`config.mk`:
```
export PLATFORM = sky130hd
export DESIGN_NAME = mem_stage_ctrl
export DESIGN_NICKNAME = d
export VERILOG_FILES = /design/src/rtl/pipe_pkg.sv /design/src/rtl/latch_MEM_WB.sv /design/src/rtl/mem_stage_ctrl.sv
export SDC_FILE = /design/constraint.sdc
export NUM_CORES = 1
export LEC_CHECK = 0
export ABC_CLOCK_PERIOD_IN_PS = 2000
export CORE_MARGIN = 2
export CORE_UTILIZATION = 45
export DETAILED_ROUTE_END_ITERATION = 6
export DONT_BUFFER_PORTS = 1
export SLEW_MARGIN = 20
export SYNTH_ARGS = -nofsm -noshare
export SYNTH_HDL_FRONTEND = slang
export SYNTH_SLANG_ARGS = --single-unit
```
`constraint.sdc`:
```
create_clock -name clk -period 2 [get_ports clk]
set_clock_uncertainty 0.1 [all_clocks]
set_input_delay 0.4 -clock clk [delete_from_list [all_inputs] [get_ports clk]]
set_output_delay 0.4 -clock clk [all_outputs]
set_load 0.01 [all_outputs]
```
`src/rtl/pipe_pkg.sv`:
```
// Shared pipeline definitions: default data/address and register-index widths,
// and the MEM-stage access FSM state encoding.
package pipe_pkg;

  localparam int unsigned DataWidth   = 32;
  localparam int unsigned RegIdxWidth = 5;

  typedef enum logic [1:0] {
    StIdle = 2'd0,
    StReq  = 2'd1,
    StDone = 2'd2
  } mem_state_e;

endpackage

```
`src/rtl/latch_MEM_WB.sv`:
```
// MEM/WB pipeline register bank.
// Ports:
//   clk, reset       - clock, asynchronous active-low reset (clears every field)
//   bubble_i         - insert a bubble: write enable registers 0, other fields hold
//   read_data_en_i   - load read_data_i into the read-data field (otherwise it holds)
//   read_data_i .. mem_to_reg_i  - next values for the bank
//   read_data_o .. mem_to_reg_o  - registered outputs toward write-back
module latch_MEM_WB
  import pipe_pkg::*;
#(
  parameter int unsigned B = DataWidth,
  parameter int unsigned W = RegIdxWidth
) (
  input  logic         clk,
  input  logic         reset,
  input  logic         bubble_i,
  input  logic         read_data_en_i,
  input  logic [B-1:0] read_data_i,
  input  logic [B-1:0] alu_result_i,
  input  logic [W-1:0] reg_dst_i,
  input  logic         reg_write_i,
  input  logic         mem_to_reg_i,
  output logic [B-1:0] read_data_o,
  output logic [B-1:0] alu_result_o,
  output logic [W-1:0] reg_dst_o,
  output logic         reg_write_o,
  output logic         mem_to_reg_o
);

  logic [B-1:0] read_data_q;
  logic [B-1:0] alu_result_q;
  logic [W-1:0] reg_dst_q;
  logic         reg_write_q;
  logic         mem_to_reg_q;

  always_ff @(posedge clk or negedge reset) begin
    if (!reset) begin
      read_data_q  <= '0;
      alu_result_q <= '0;
      reg_dst_q    <= '0;
      reg_write_q  <= 1'b0;
      mem_to_reg_q <= 1'b0;
    end else if (bubble_i) begin
      // Only the write enable matters for a bubble; keeping the rest avoids toggling.
      reg_write_q <= 1'b0;
    end else begin
      alu_result_q <= alu_result_i;
      reg_dst_q    <= reg_dst_i;
      reg_write_q  <= reg_write_i;
      mem_to_reg_q <= mem_to_reg_i;
      if (read_data_en_i) begin
        read_data_q <= read_data_i;
      end
    end
  end

  assign read_data_o  = read_data_q;
  assign alu_result_o = alu_result_q;
  assign reg_dst_o    = reg_dst_q;
  assign reg_write_o  = reg_write_q;
  assign mem_to_reg_o = mem_to_reg_q;

endmodule

```
`src/rtl/mem_stage_ctrl.sv`:
```
// MEM pipeline stage controller: runs load/store accesses over a req/ack data
// memory port, stalls upstream while an access is in flight, resolves branches,
// and feeds the MEM/WB register bank.
// Optional feature macro: MEM_ALIGN_CHECK_EN - when defined, a memory op with a
// non-word-aligned address is dropped (no request), flagged on misalign_out for
// one cycle and its write-back is suppressed. When undefined misalign_out is 0.
// Ports:
//   clk, reset                    - clock, asynchronous active-low reset
//   add_result_in .. m_MemWrite_in - EX/MEM pipeline inputs
//   dmem_*                        - data memory port (req held until ack)
//   stall_out                     - hold upstream stages
//   pc_src_out, branch_target_out - branch decision and target
//   read_data_out .. wb_MemtoReg_out - MEM/WB registered outputs
//   misalign_out                  - one-cycle misaligned-access flag
module mem_stage_ctrl
  import pipe_pkg::*;
#(
  parameter int unsigned B = DataWidth,
  parameter int unsigned W = RegIdxWidth
) (
  input  logic         clk,
  input  logic         reset,
  input  logic [B-1:0] add_result_in,
  input  logic [B-1:0] alu_result_in,
  input  logic [B-1:0] r_data2_in,
  input  logic [W-1:0] mux_RegDst_in,
  input  logic         zero_in,
  input  logic         wb_RegWrite_in,
  input  logic         wb_MemtoReg_in,
  input  logic         m_Branch_in,
  input  logic         m_MemRead_in,
  input  logic         m_MemWrite_in,
  output logic         dmem_req,
  output logic         dmem_we,
  output logic [B-1:0] dmem_addr,
  output logic [B-1:0] dmem_wdata,
  input  logic [B-1:0] dmem_rdata,
  input  logic         dmem_ack,
  output logic         stall_out,
  output logic         pc_src_out,
  output logic [B-1:0] branch_target_out,
  output logic [B-1:0] read_data_out,
  output logic [B-1:0] alu_result_out,
  output logic [W-1:0] mux_RegDst_out,
  output logic         wb_RegWrite_out,
  output logic         wb_MemtoReg_out,
  output logic         misalign_out
);

  mem_state_e   state_q;
  logic         req_q;
  logic         we_q;
  logic [B-1:0] addr_q;
  logic [B-1:0] wdata_q;
  logic [B-1:0] rdata_q;
  logic [W-1:0] reg_dst_q;
  logic         reg_write_q;
  logic         mem_to_reg_q;

  logic mem_op;
  logic misaligned;
  logic start;
  logic in_done;

  assign mem_op = m_MemRead_in | m_MemWrite_in;

`ifdef MEM_ALIGN_CHECK_EN
  logic misalign_q;

  assign misaligned = alu_result_in[1:0] != 2'b00;

  always_ff @(posedge clk or negedge reset) begin
    if (!reset) begin
      misalign_q <= 1'b0;
    end else begin
      misalign_q <= (state_q == StIdle) && mem_op && misaligned;
    end
  end

  assign misalign_out = misalign_q;
`else
  assign misaligned   = 1'b0;
  assign misalign_out = 1'b0;
`endif

  assign start   = (state_q == StIdle) && mem_op && !misaligned;
  assign in_done = (state_q == StDone);

  // Gated by reset so an op presented during reset cannot stall the pipe.
  assign stall_out = reset && (start || (state_q == StReq));

  // Access FSM plus captured request/response; control is captured at issue so
  // DONE does not depend on what upstream presents while it un-stalls.
  always_ff @(posedge clk or negedge reset) begin
    if (!reset) begin
      state_q      <= StIdle;
      req_q        <= 1'b0;
      we_q         <= 1'b0;
      addr_q       <= '0;
      wdata_q      <= '0;
      rdata_q      <= '0;
      reg_dst_q    <= '0;
      reg_write_q  <= 1'b0;
      mem_to_reg_q <= 1'b0;
    end else begin
      unique case (state_q)
        StIdle: begin
          if (start) begin
            state_q      <= StReq;
            req_q        <= 1'b1;
            we_q         <= m_MemWrite_in;  // write wins when both are set
            addr_q       <= alu_result_in;
            wdata_q      <= r_data2_in;
            reg_dst_q    <= mux_RegDst_in;
            reg_write_q  <= wb_RegWrite_in;
            mem_to_reg_q <= wb_MemtoReg_in;
          end
        end
        StReq: begin
          if (dmem_ack) begin
            state_q <= StDone;
            req_q   <= 1'b0;
            rdata_q <= dmem_rdata;
          end
        end
        StDone: begin
          state_q <= StIdle;
        end
        default: begin
          state_q <= StIdle;
          req_q   <= 1'b0;
        end
      endcase
    end
  end

  assign dmem_req   = req_q;
  assign dmem_we    = req_q && we_q;
  assign dmem_addr  = addr_q;
  assign dmem_wdata = wdata_q;

  assign pc_src_out        = m_Branch_in & zero_in;
  assign branch_target_out = add_result_in;

  latch_MEM_WB #(
    .B (B),
    .W (W)
  ) u_latch_mem_wb (
    .clk            (clk),
    .reset          (reset),
    .bubble_i       (stall_out),
    .read_data_en_i (in_done),
    .read_data_i    (rdata_q),
    .alu_result_i   (in_done ? addr_q : alu_result_in),
    .reg_dst_i      (in_done ? reg_dst_q : mux_RegDst_in),
    .reg_write_i    (in_done ? reg_write_q : (wb_RegWrite_in && !misaligned)),
    .mem_to_reg_i   (in_done ? mem_to_reg_q : wb_MemtoReg_in),
    .read_data_o    (read_data_out),
    .alu_result_o   (alu_result_out),
    .reg_dst_o      (mux_RegDst_out),
    .reg_write_o    (wb_RegWrite_out),
    .mem_to_reg_o   (wb_MemtoReg_out)
  );

endmodule

```
==> results.txt <==
----------------------------------------------------
[Worst setup path]
  Critical path launch point type ... register
  Kind of end point of the critical path ... output pin
  Maximum fanout along the worst path ... 3
  Worst path required time ... 1.50 ns
  Setup slack of the most critical reg-to-reg path ... 0.11 ns
  Delay of the slowest cell on the worst path ... 0.43 ns
  Worst path top cell family by delay ... flip-flops
  Logic depth of the worst register-to-register path ... 5
  Crit-path cells ... o311ai_4 -> buf_6 -> inv_1
  Endpoint of the lowest-slack register-to-register path ... dmem_addr[18]
  CP bufs+invs ... 2
  Data arrival time of the critical path ... 1.40 ns
  Reg-to-reg critical path startpoint ... state_q[0]
  Slowest-stage cell, CP ... dfrtp_2
  Critical path class ... register to output pin

[Floorplanning]
  Total number of placement rows ... 46
  Chip height ... 132 µm
  Die Footprint ... 17400 µm²
  Chip Width ... 132 µm
  Area of the core ... 15900 µm²
  Effective utilization at floorplan ... 46.2%
  IO Pins ... 314

[Yosys]
  Adder and majority cell fraction of the synthesized area ... 0%
  Largest family of logic cells by synthesized area ... multiplexers
  EDFF count, synth ... 0
  Cell with the most instances after synthesis ... dfrtp_1
  Yosys warnings ... 0
  Net count of the mapped netlist ... 606
  Area contributors post-synth ... dfrtp_1 (61%), mux2_2 (27%), mux2_1 (5.2%), buf_4 (4.4%), buf_2 (0.61%)
  Post-Syn Area ... 7360 µm²
  Portion of netlist area occupied by mux cells ... 32.4%
  Xor/xnor cell area share of the yosys netlist ... 0%
  Fraction of synthesized cell area taken by the top area cell type ... 60.5%
  Leading area contributor after synthesis ... dfrtp_1
  Share of async-settable or async-resettable flops after synthesis ... 100%
  Dominant synthesized flop cell ... dfrtp_1
  Register bit total from synthesis ... 178
  Mapped Cells ... 464
  Fraction of the mapped netlist area in compound gates ... 0.731%
  Synth Area per Inst ... 15.9 µm²
  Post-synthesis sequential area ratio ... 60.5%
  Post-synthesis simple-gate area fraction ... 0.476%
  Cell types with the highest counts after synthesis ... dfrtp_1 (178), mux2_2 (177), buf_4 (43)
  Count of different cell masters after synthesis ... 20

[STA]
  Final hold slack ... -0.426 ns
  Peak clock frequency supported by timing ... 0.526 GHz
  Number of slew-limit violations in the final report ... 0
  Worst slew margin relative to its limit ... 65.4%
  Portion of the clock cycle consumed by the worst path in the final layout ... 95.1%
  RSZ-0062 raised after global routing ... false
  Total negative setup slack ... 0 ns
  Final hold viol count ... 178
  Pin slew with the least headroom to its limit ... 0.519 ns
  Tmin final ... 1.90 ns
  Setup violation total in the final timing report ... 0

[Global route]
  Gr usage total ... 16.7%
  Wire length of the first global-routing pass ... 22400 µm
  Antenna violations before repair ... 1
  Maximum number of pins on one net before global-route repair ... 180
  Overall overflow remaining after global route ... 0
  Via count of the first global-routing pass ... 3805

[CTS]
  Buffers from clock root to sink, at most ... 2
  Cell at the root of the clock tree ... clkbuf_16
  H-tree depth ... 4
  Source-to-sink clock delay at the later pin of the worst-skew pair ... 0.41 ns
  Clock-pin slew on the worst setup and hold paths ... 0.06 ns
  Total CTS buffers ... 17
  TritonCTS clock tree ... built
  Clock sinks ... 178

[Power and ir drop]
  Final Power ... 0.0140 W
  Total power per unit cell area ... 1740 nW/µm²
  Peak supply drop ... 0.617 mV
  Static leakage power ... 3.36 nW

[Detailed routing]
  Iteration count of the initial detailed-routing pass ... 4
  Post-route DRC ... 0
  Antenna-violating nets left ... 0
  Final wirelength ... 14400 µm
  Detail-routed net length per standard cell ... 21.6 µm
  Number of DRC markers in iteration 0 ... 103
  Number of vias in the routed layout ... 3561
  Number of vias per cell after detailed routing ... 5.35

[Outcome]
  Violated checks ... hold timing
  Result of the run ... finished, violations left

[Hold path]
  Class of the tightest hold or removal check ... primary input to async pin

[Final layout]
  Share of cells above drive strength 1 ... 49.2%
  Relative area change from synthesis to final layout ... 8.92%
  Final Net Count ... 580

[Job]
  Number of violations of the max-capacitance limit ... 0

[Place]
  Number of I/O port buffers ... 0
  Weighted congestion at the end of routability-driven global placement ... 0.741
  Placed wire-length estimate after detailed placement ... 9790 µm

----------------------------------------------------
[registers in the layout, summed over array words and instances, names as in the netlist]
| signal | cells |
|---|---|
| u_latch_mem_wb.read_data_o | 32 |
| rdata_q | 32 |
| state_q | 2 |
| reg_dst_q | 5 |
| dmem_addr | 32 |
| u_latch_mem_wb.reg_dst_o | 5 |
| dmem_req | 1 |
| dmem_wdata | 32 |
| we_q | 1 |
| u_latch_mem_wb.reg_write_o | 1 |
| u_latch_mem_wb.alu_result_o | 32 |
| reg_write_q | 1 |
| mem_to_reg_q | 1 |
| u_latch_mem_wb.mem_to_reg_o | 1 |
[stage by stage]
stage | hold slack [ns] | setup WS, ns | utilization [%] | instance area, µm² | cells
finish | -0.426 | 0.0989 | 50.3 | 8020 | 666
global route | -0.455 | 0.0137 | 50.3 | 8020 | 665
CTS | -0.445 | 0.0165 | 50.2 | 8000 | 663
detailed placement | 0.00815 | 0.188 | 46.2 | 7370 | 632
global placement | 0.00799 | 0.210 | 46.2 | 7370 | 632
floorplan | 0.00441 | 0.306 | - | 7360 | 464
[how the worst max path moves through the flow]
| stage | from | to | cells after the start | slack (ns) |
|---|---|---|---|---|
| floorplan | state_q[0] | stall_out | 4 | 0.31 |
| CTS | state_q[0] | stall_out | 3 | 0.02 |
| finish | state_q[0] | stall_out | 3 | 0.1 |
| detailed placement | state_q[0] | u_latch_mem_wb.alu_result_o[23] | 3 | 0.19 |
| global placement | state_q[0] | u_latch_mem_wb.alu_result_o[20] | 3 | 0.21 |
| global route | state_q[1] | stall_out | 4 | 0.01 |
[kinds of logic (layout without fill, tap and decap cells)]
group / after synthesis / after routing
muxes: 212 / 212
other: 1 / 2
DFF: 178 / 178
and+or+nand+nor: 7 / 7
AOI/OAI and AO/OA: 6 / 6
buffers and inverters: 60 / 45
[cell type report]
type | instances | area (µm²)
Clock inverter | 8 | 153
Multi-Input combinational cell | 226 | 2510
Inverter | 4 | 15.0
Sequential cell | 178 | 4460
Clock buffer | 22 | 464
Antenna cell | 1 | 2.50
Timing Repair Buffer | 11 | 149
Fill cell | 1355 | 7930
Tap cell | 216 | 270
[power breakdown]
group	leakage [nW]	internal [W]	switching [W]
Combinational	0.974	0.00209	0.00115
Clock	0.293	0.00215	0.00131
Sequential	2.09	0.00536	0.00189
[per-layer routing]
layer	part of all wire [%]	track usage, %	vias to the layer above
met4	1.8	6.76	0
met1	37	18.5	1834
met5	0	0	-
met3	12	9.61	19
li1	-	-	1529
met2	49	26.5	179
[layout by cell type (no fill, tap or decap), drive strengths merged, types with 2 or more instances in the layout]
master / netlist / layout
and2: 2 / 2
buf: 56 / 11
bufinv: 0 / 4
clkbuf: 0 / 22
clkinvlp: 0 / 2
dfrtp: 178 / 178
inv: 4 / 5
mux2: 211 / 211
nor2: 2 / 2
[what timing repair did]
item                                    4_1_cts  5_1_grt
resized for setup                             2        0
endpoints found under the setup margin        1        1
buffers inserted                              1        2
endpoints found under the hold margin       178      178
Note: power is estimated with default switching activity, not from simulation.
